**config.mk**
```make
export PLATFORM = sky130hd
export DESIGN_NAME = particle_ctl_flat
export DESIGN_NICKNAME = d
export VERILOG_FILES = /design/src/rtl/particle_ctl_pkg.sv /design/src/rtl/particle_ctl_if.sv /design/src/rtl/particle_ctl_frame_tick_gen.sv /design/src/rtl/particle_ctl.sv /design/src/flat_wrapper.sv
export SDC_FILE = /design/constraint.sdc
export NUM_CORES = 1
export LEC_CHECK = 0
export CORE_AREA = 2 2 157 82
export DETAILED_ROUTE_END_ITERATION = 8
export DIE_AREA = 0 0 159 84
export HOLD_SLACK_MARGIN = 0.03
export PLACE_DENSITY = 0.77
export RECOVER_POWER = 100
export SKIP_CTS_REPAIR_TIMING = 1
export SYNTH_ARGS = -nofsm -noshare
export SYNTH_HDL_FRONTEND = slang
export SYNTH_SLANG_ARGS = --single-unit
```
**constraint.sdc**
```tcl
create_clock -name clk60MHz -period 4.2 [get_ports clk60MHz]
set_clock_uncertainty 0.15 [all_clocks]
set_input_delay 0.42 -clock clk60MHz [delete_from_list [all_inputs] [get_ports clk60MHz]]
set_output_delay 0.42 -clock clk60MHz [all_outputs]
set_load 0.02 [all_outputs]
```
**src/rtl/particle_ctl_pkg.sv**
```systemverilog
// Shared types and geometry for the particle throw controller and its peers.
// Player encoding, sprite/target box sizes and the box-overlap helper live here.
package particle_ctl_pkg;

    typedef enum logic [1:0] {IDLE, FLIGHT, IMPACT} particle_state_t;

    localparam logic PLAYER_1 = 1'b0;
    localparam logic PLAYER_2 = 1'b1;

    localparam int PARTICLE_WIDTH  = 16;
    localparam int PARTICLE_HEIGHT = 16;
    localparam int TARGET_W        = 64;
    localparam int TARGET_H        = 64;
    localparam int GRAVITY_DEFAULT = 1;

    localparam logic signed [13:0] PW14 = 14'(PARTICLE_WIDTH);
    localparam logic signed [13:0] PH14 = 14'(PARTICLE_HEIGHT);
    localparam logic signed [13:0] TW14 = 14'(TARGET_W);
    localparam logic signed [13:0] TH14 = 14'(TARGET_H);

    // Widened to 14 bits so target_x + TARGET_W cannot wrap.
    function automatic logic box_overlap(input logic signed [13:0] px,
                                         input logic signed [13:0] py,
                                         input logic signed [13:0] tx,
                                         input logic signed [13:0] ty);
        return (px < tx + TW14) && (px + PW14 > tx) &&
               (py < ty + TH14) && (py + PH14 > ty);
    endfunction

endpackage

```
**src/rtl/particle_ctl_if.sv**
```systemverilog
// Game-logic <-> particle controller bus; master = game side, slave = controller.
// PARTICLE_WIND_EN adds the signed wind input.
interface particle_ctl_if;
    logic        vblnk;
    logic        throw;
    logic        turn;
    logic [5:0]  vx_init;
    logic [5:0]  vy_init;
    logic [11:0] target_x;
    logic [11:0] target_y;
`ifdef PARTICLE_WIND_EN
    logic signed [3:0] wind;
`endif
    logic [11:0] xpos_particle;
    logic [11:0] ypos_particle;
    logic        particle_active;
    logic        hit;
    logic        throw_done;

    modport master (
        output vblnk, throw, turn, vx_init, vy_init, target_x, target_y,
`ifdef PARTICLE_WIND_EN
        output wind,
`endif
        input  xpos_particle, ypos_particle, particle_active, hit, throw_done
    );

    modport slave (
        input  vblnk, throw, turn, vx_init, vy_init, target_x, target_y,
`ifdef PARTICLE_WIND_EN
        input  wind,
`endif
        output xpos_particle, ypos_particle, particle_active, hit, throw_done
    );
endinterface

```
**src/rtl/particle_ctl_frame_tick_gen.sv**
```systemverilog
// Rising-edge detector on vblnk: one-clock frame tick, combinational from vblnk.
// Latency 0 cycles from vblnk rise; no backpressure.
module frame_tick_gen (
    input  logic i_clk,
    input  logic i_rst,
    input  logic i_vblnk,
    output logic o_tick
);
    logic r_vblnk_q;

    always_ff @(posedge i_clk) begin
        if (i_rst) r_vblnk_q <= 1'b0;
        else       r_vblnk_q <= i_vblnk;
    end

    assign o_tick = i_vblnk & ~r_vblnk_q;
endmodule

```
**src/rtl/particle_ctl.sv**
```systemverilog
// Throw controller: launches on throw in IDLE, steps trajectory once per frame, holds impact, pulses throw_done.
// Outputs registered (1 clk after launch/tick); throw ignored outside IDLE. Optional PARTICLE_WIND_EN.
module particle_ctl
    import particle_ctl_pkg::*;
#(
    parameter int P1_X          = 100,
    parameter int P1_Y          = 500,
    parameter int P2_X          = 900,
    parameter int P2_Y          = 500,
    parameter int GROUND_Y      = 520,
    parameter int SCREEN_W      = 1024,
    parameter int GRAVITY       = GRAVITY_DEFAULT,
    parameter int IMPACT_FRAMES = 30,
    parameter int PARK_POS      = 4095
) (
    input  logic          clk60MHz,
    input  logic          rst,
    particle_ctl_if.slave bus
);
    localparam logic signed [12:0] PARK   = 13'(PARK_POS);
    localparam logic signed [12:0] GROUND = 13'(GROUND_Y);
    localparam logic signed [12:0] X_MAX  = 13'(SCREEN_W - PARTICLE_WIDTH);
    localparam logic signed [12:0] VY_MAX = 13'sd2047;
    localparam logic signed [12:0] G13    = 13'(GRAVITY);
    localparam logic [7:0]         CNT_END = 8'(IMPACT_FRAMES - 1);

    particle_state_t   r_state;
    logic              r_dir;
    logic signed [12:0] r_x, r_y, r_vx, r_vy;
    logic [7:0]        r_cnt;
    logic              r_active, r_hit, r_done;

    logic              w_tick;
    logic signed [12:0] w_x_n, w_y_n, w_vy_n;
    logic              w_hit, w_ground, w_out;

    frame_tick_gen u_tick (
        .i_clk   (clk60MHz),
        .i_rst   (rst),
        .i_vblnk (bus.vblnk),
        .o_tick  (w_tick)
    );

    always_comb begin
        w_x_n = (r_dir == PLAYER_1) ? r_x + r_vx : r_x - r_vx;
`ifdef PARTICLE_WIND_EN
        w_x_n = w_x_n + {{9{bus.wind[3]}}, bus.wind};
`endif
        w_y_n  = r_y + r_vy;
        w_vy_n = (r_vy > VY_MAX - G13) ? VY_MAX : r_vy + G13;
        w_hit  = box_overlap({w_x_n[12], w_x_n}, {w_y_n[12], w_y_n},
                             {2'b00, bus.target_x}, {2'b00, bus.target_y});
        w_ground = (w_y_n >= GROUND);
        w_out    = (w_x_n < 13'sd0) || (w_x_n > X_MAX) || (w_y_n < 13'sd0);
    end

    always_ff @(posedge clk60MHz) begin
        if (rst) begin
            r_state  <= IDLE;
            r_dir    <= PLAYER_1;
            r_x      <= PARK;
            r_y      <= PARK;
            r_vx     <= '0;
            r_vy     <= '0;
            r_cnt    <= '0;
            r_active <= 1'b0;
            r_hit    <= 1'b0;
            r_done   <= 1'b0;
        end else begin
            r_done <= 1'b0;
            case (r_state)
                IDLE: begin
                    if (bus.throw) begin
                        r_dir    <= bus.turn;
                        r_x      <= (bus.turn == PLAYER_1) ? 13'(P1_X) : 13'(P2_X);
                        r_y      <= (bus.turn == PLAYER_1) ? 13'(P1_Y) : 13'(P2_Y);
                        r_vx     <= {7'b0, bus.vx_init};
                        r_vy     <= 13'sd0 - $signed({7'b0, bus.vy_init});
                        r_hit    <= 1'b0;
                        r_active <= 1'b1;
                        r_state  <= FLIGHT;
                    end
                end
                FLIGHT: begin
                    if (w_tick) begin
                        r_vy <= w_vy_n;
                        if (w_hit) begin
                            r_x   <= w_x_n;
                            r_y   <= w_y_n;
                            r_hit <= 1'b1;
                        end else if (w_ground) begin
                            r_x <= w_x_n;
                            r_y <= GROUND;
                        end else if (w_out) begin
                            r_x <= PARK;
                            r_y <= PARK;
                        end else begin
                            r_x <= w_x_n;
                            r_y <= w_y_n;
                        end
                        if (w_hit || w_ground || w_out) begin
                            r_cnt   <= '0;
                            r_state <= IMPACT;
                        end
                    end
                end
                IMPACT: begin
                    if (w_tick) begin
                        if (r_cnt == CNT_END) begin
                            r_x      <= PARK;
                            r_y      <= PARK;
                            r_active <= 1'b0;
                            r_done   <= 1'b1;
                            r_state  <= IDLE;
                        end else begin
                            r_cnt <= r_cnt + 8'd1;
                        end
                    end
                end
                default: r_state <= IDLE;
            endcase
        end
    end

    assign bus.xpos_particle   = r_x[11:0];
    assign bus.ypos_particle   = r_y[11:0];
    assign bus.particle_active = r_active;
    assign bus.hit             = r_hit;
    assign bus.throw_done      = r_done;
endmodule

```
**src/flat_wrapper.sv**
```systemverilog
// flat-port wrapper written by rule: the top's interface ports become plain ports
module particle_ctl_flat import particle_ctl_pkg::*;
#(
    parameter int P1_X          = 100,
    parameter int P1_Y          = 500,
    parameter int P2_X          = 900,
    parameter int P2_Y          = 500,
    parameter int GROUND_Y      = 520,
    parameter int SCREEN_W      = 1024,
    parameter int GRAVITY       = GRAVITY_DEFAULT,
    parameter int IMPACT_FRAMES = 30,
    parameter int PARK_POS      = 4095
)
  (clk60MHz, rst, bus_vblnk, bus_throw, bus_turn, bus_vx_init, bus_vy_init, bus_target_x, bus_target_y, bus_xpos_particle, bus_ypos_particle, bus_particle_active, bus_hit, bus_throw_done);
  particle_ctl_if bus_i ();
  input  logic clk60MHz;
  input  logic rst;
  input wire logic [$bits(bus_i.vblnk)-1:0] bus_vblnk;
  input wire logic [$bits(bus_i.throw)-1:0] bus_throw;
  input wire logic [$bits(bus_i.turn)-1:0] bus_turn;
  input wire logic [$bits(bus_i.vx_init)-1:0] bus_vx_init;
  input wire logic [$bits(bus_i.vy_init)-1:0] bus_vy_init;
  input wire logic [$bits(bus_i.target_x)-1:0] bus_target_x;
  input wire logic [$bits(bus_i.target_y)-1:0] bus_target_y;
  output wire logic [$bits(bus_i.xpos_particle)-1:0] bus_xpos_particle;
  output wire logic [$bits(bus_i.ypos_particle)-1:0] bus_ypos_particle;
  output wire logic [$bits(bus_i.particle_active)-1:0] bus_particle_active;
  output wire logic [$bits(bus_i.hit)-1:0] bus_hit;
  output wire logic [$bits(bus_i.throw_done)-1:0] bus_throw_done;
  assign bus_i.vblnk = bus_vblnk;
  assign bus_i.throw = bus_throw;
  assign bus_i.turn = bus_turn;
  assign bus_i.vx_init = bus_vx_init;
  assign bus_i.vy_init = bus_vy_init;
  assign bus_i.target_x = bus_target_x;
  assign bus_i.target_y = bus_target_y;
  assign bus_xpos_particle = bus_i.xpos_particle;
  assign bus_ypos_particle = bus_i.ypos_particle;
  assign bus_particle_active = bus_i.particle_active;
  assign bus_hit = bus_i.hit;
  assign bus_throw_done = bus_i.throw_done;
  particle_ctl #(.P1_X(P1_X), .P1_Y(P1_Y), .P2_X(P2_X), .P2_Y(P2_Y), .GROUND_Y(GROUND_Y), .SCREEN_W(SCREEN_W), .GRAVITY(GRAVITY), .IMPACT_FRAMES(IMPACT_FRAMES), .PARK_POS(PARK_POS)) u_core (.clk60MHz(clk60MHz), .rst(rst), .bus(bus_i));
endmodule
```
==> summary.md <==
| Metric | Value |
|---|---|
| Global route total overflow | `0` |
| Routed Wire Length | `20.79 mm` |
| Largest buffer count on any clock path | `2` |
| Max Cap Viol | `1` |
| RSZ-0062 raised after global routing | `true` |
| R2R cell count | `21` |
| Post-synthesis xor/xnor area fraction | `7.334%` |
| Unique masters post-synth | `85` |
| Status | `finished, violations left` |
| Inserted Clock Buffers | `9` |
| HP Start | `u_core.r_x[12]` |
| Compound-cell area share of the yosys netlist | `28.07%` |
| Setup Crit Path Kind | `reg2reg` |
| Reg clk slew, reported paths | `0.05 ns` |
| ANT cells | `0` |
| Required time of the critical path | `4.25 ns` |
| Die Span Y | `approximately 84 µm` |
| Register area share after synthesis | `19.34%` |
| Max Fclk | `between 200 and 250 MHz` |
| Drt wl/cell | `18.45 µm` |
| Final period util | `114.2%` |
| Largest net degree at the start of global routing | `32` |
| Root Driver | `clkbuf_16` |
| Worst slew pin tran | `1.532 ns` |
| Syn avg cell area | `between 7 and 8 µm²` |
| Largest fanout on the critical path | `5` |
| Initial DRC Count | `roughly 700` |
| Area of the multi-input gates | `between 0.004 and 0.005 mm²` |
| Die Width | `159 µm` |
| CP top delay family | `compound AO/OA/AOI/OAI gates` |
| Area Overhead vs Synth | `38.85%` |
| Dominant cell type by area after synthesis | `dfxtp_1` |
| First-pass GRT wire length | `32.68 mm` |
| Clock Latency Late Sink | `0.33 ns` |
| DRT Pass-1 Iters | `5` |
| Cell area after placement | `0.007903 mm²` |
| Worst Hold End | `u_core.r_x[12]` |
| Post-synth net total | `910` |
| Initial antenna violation count | `0` |
| Die area | `0.01336 mm²` |
| Fill cell count | `932` |
| CTS tree | `done` |
| Util after Layout | `70.72%` |
| CP startpoint kind | `flop` |
| Synthesized area | `0.006210 mm²` |
| Synth Instances | `790` |
| Clock sink count | `60` |
| CP peak stage delay | `about 0.4 ns` |
| Nets@finish | `1073` |
| Final worst slack | `-0.5959 ns` |
| Vias in the first global route | `between 6000 and 7000` |
| Antenna Nets Post-Route | `0` |
| Number of port buffers | `67` |
| DR vias | `6701` |
| Core area | `0.01219 mm²` |
| Reg area | `about 0.0012 mm²` |
| CP startpoint | `u_core.r_vx[1]` |
| Total GRT Usage | `30.05%` |
| FF-to-FF End | `u_core.r_y[7]` |
| Area contributors post-synth | `dfxtp_1 19%, ha_1 16%, xnor2_1 5.2%, a21oi_1 4.6%, nand2_1 3.7%` |
| Main combinational cell family by area after synthesis | `compound AO/OA/AOI/OAI gates` |
| Failing checks | `capacitance limit, slew limit, setup timing` |
| Final setup vio count | `37` |
| Initial core utilization | `about half` |
| DRC | `0` |
| Simple-Gate Fraction of Synth Area | `19.67%` |
| Design Area, Final | `0.008622 mm²` |
| Final Hold Vio Count | `0` |
| Post-synth top flop | `dfxtp_1` |
| Critical path capture point type | `flop` |
| EDFF count, synth | `0` |
| Critical path's slowest cell | `o31ai_1` |
| Final HPWL DP | `15.92 mm` |
| Arr. time, crit path | `slightly below 5 ns` |
| RePlAce Congestion | `0.9441` |
| Reg-to-Reg Start | `u_core.r_vx[1]` |
| Synth async-reset ratio | `0%` |
| Hold Crit Depth | `2` |
| Post-synthesis mux area share | `0.9067%` |
| Fin crit period | `around 4.8 ns` |
| Min-delay worst type | `reg2reg` |
| CP bufs+invs | `4` |
| H-tree levels | `3` |
| Yosys reg bits | `60` |
| I/O pins | `between 60 and 70` |
| YS warnings | `0` |
| Share of post-route cells with drive strength above 1 | `24.35%` |
| Crit-path cells | `inv_2 -> ha_4 -> mux2i_4 -> ha_1 -> nor2b_4 -> o2111ai_4 -> buf_4 -> nand2_8 -> o31ai_1 -> nor2_1 -> ha_1 -> o21a_1 -> o21a_1 -> o221ai_1 -> o21ai_1 -> a32o_2 -> buf_6 -> nor3_4 -> or2_4 -> clkbuf_16 -> a311oi_2` |
| FP Rows | `29` |
| Share of the synthesized area in the top cell type | `19.34%` |
| Reg2Reg Setup Slack | `-0.60 ns` |
| Slew HR | `-2.146%` |
| Post-Synth Adder-Cell Area | `16.16%` |
| Routed vias/inst | `5.946` |
| Max Slew Vio Count | `32` |
-- cell usage after synthesis (5+ instances only) --
library cell	count
o21bai_1	6
nor3_1	11
buf_2	6
a21oi_1	57
a22oi_1	11
nand4_1	10
nand2b_1	9
a221oi_1	5
and2_1	5
o22ai_1	5
a21o_1	11
a31o_2	5
a31oi_1	6
and3_1	6
buf_4	24
o31ai_1	5
o21a_1	12
dfxtp_1	60
o21ai_0	31
nor2b_1	14
inv_1	58
ha_1	77
o211ai_1	14
xor2_1	15
a211oi_1	12
clkbuf_1	19
a311oi_1	7
or3_1	5
nand3_1	42
nor2_1	52
xnor2_1	37
nand2_1	62
-- layout make-up --
type / count / area share (%)
clock buffers: 13 / 3.135
clock inverters: 2 / 0.1161
inverters: 58 / 2.525
multi-input cells: 619 / 56.91
flip-flops and latches: 60 / 14.03
well taps: 170 / 2.467
repair buffers: 205 / 20.81
-- routing by layer --
| layer | GRT usage [%] | up-vias | part of all wire (%) |
|---|---|---|---|
| met5 | 0 | - | 0 |
| met4 | 5.041 | 0 | 0.81 |
| met3 | 7.750 | 30 | 9.1 |
| met2 | 44.94 | 299 | 42 |
| met1 | 43.80 | 3170 | 48 |
| li1 | - | 3202 | - |
-- worst max path at each step --
| stage | to | cells past startpoint |
|---|---|---|
| 3_3_place_gp | u_core.r_cnt[7] | 20 |
| 4_1_cts | u_core.r_cnt[0] | 19 |
| 6_report | u_core.r_y[7] | 21 |
| 5_1_grt | u_core.r_y[7] | 22 |
| 3_5_place_dp | u_core.r_cnt[0] | 19 |
| 2_1_floorplan | u_core.r_cnt[6] | 22 |
-- tightest hold or removal path, cell delays in order, from the launching register on --
cell and delay, ns:
dfxtp_1 0.29, inv_1 0.08, o21ai_1 0.07
-- flip-flops by register name, summed over array words and instances, names as in the netlist --
| name | count |
|---|---|
| u_core.r_y | 13 |
| u_core.r_state | 2 |
| u_core.bus.particle_active | 1 |
| u_core.r_cnt | 8 |
| u_core.u_tick.r_vblnk_q | 1 |
| u_core.r_dir | 1 |
| u_core.r_x | 13 |
| u_core.r_vy | 13 |
| u_core.r_vx | 6 |
| u_core.bus.throw_done | 1 |
| u_core.bus.hit | 1 |
-- cell families after synthesis --
group | Yosys count
buffers and inverters | 111
AO/OA/AOI/OAI | 240
multiplexers | 5
flip-flops | 60
adder cells (fa/ha/maj) | 79
AND/OR/NAND/NOR | 243
XOR/XNOR | 52
-- per-stage QoR --
step	hold WS, ns	setup slack, ns	TNS [ns]	instances
finish	0.3404	-0.5959	-18.73	1127
global route	0.3628	-0.7438	-24.20	1127
CTS	0.3557	-0.7729	-25.12	1113
detailed placement	0.3452	-0.6800	-21.71	1098
global placement	0.3330	-0.5939	-19.48	1098
floorplan	0.3196	-0.2210	-3.290	790
-- placed cells by master (no fill, tap or decap), types with 5 or more instances in the layout --
| cell | Yosys | final |
|---|---|---|
| xnor2_1 | 37 | 34 |
| a211oi_1 | 12 | 9 |
| nor2b_1 | 14 | 13 |
| a21oi_1 | 57 | 53 |
| o21bai_1 | 6 | 5 |
| and2_1 | 5 | 5 |
| xor2_1 | 15 | 12 |
| nand2b_1 | 9 | 9 |
| dlygate4sd3_1 | 0 | 28 |
| dfxtp_1 | 60 | 57 |
| a21oi_2 | 3 | 5 |
| buf_4 | 24 | 125 |
| buf_6 | 2 | 6 |
| and3_1 | 6 | 6 |
| a221oi_1 | 5 | 5 |
| a21o_1 | 11 | 11 |
| ha_1 | 77 | 71 |
| nor3_1 | 11 | 10 |
| nand2_1 | 62 | 58 |
| o211ai_1 | 14 | 14 |
| clkdlybuf4s50_1 | 0 | 39 |
| ha_4 | 0 | 5 |
| clkbuf_16 | 0 | 11 |
| o21a_1 | 12 | 12 |
| inv_1 | 58 | 56 |
| nand3_2 | 0 | 6 |
| nand3_1 | 42 | 35 |
| a31oi_1 | 6 | 6 |
| a22oi_1 | 11 | 11 |
| o21ai_1 | 2 | 5 |
| o21ai_0 | 31 | 26 |
| nand4_1 | 10 | 10 |
| nor2_1 | 52 | 49 |
| o31ai_1 | 5 | 5 |
| or3_1 | 5 | 5 |
Power is not shown: default switching activity piles up to over one toggle a cycle in this logic, so the estimate is an artifact.
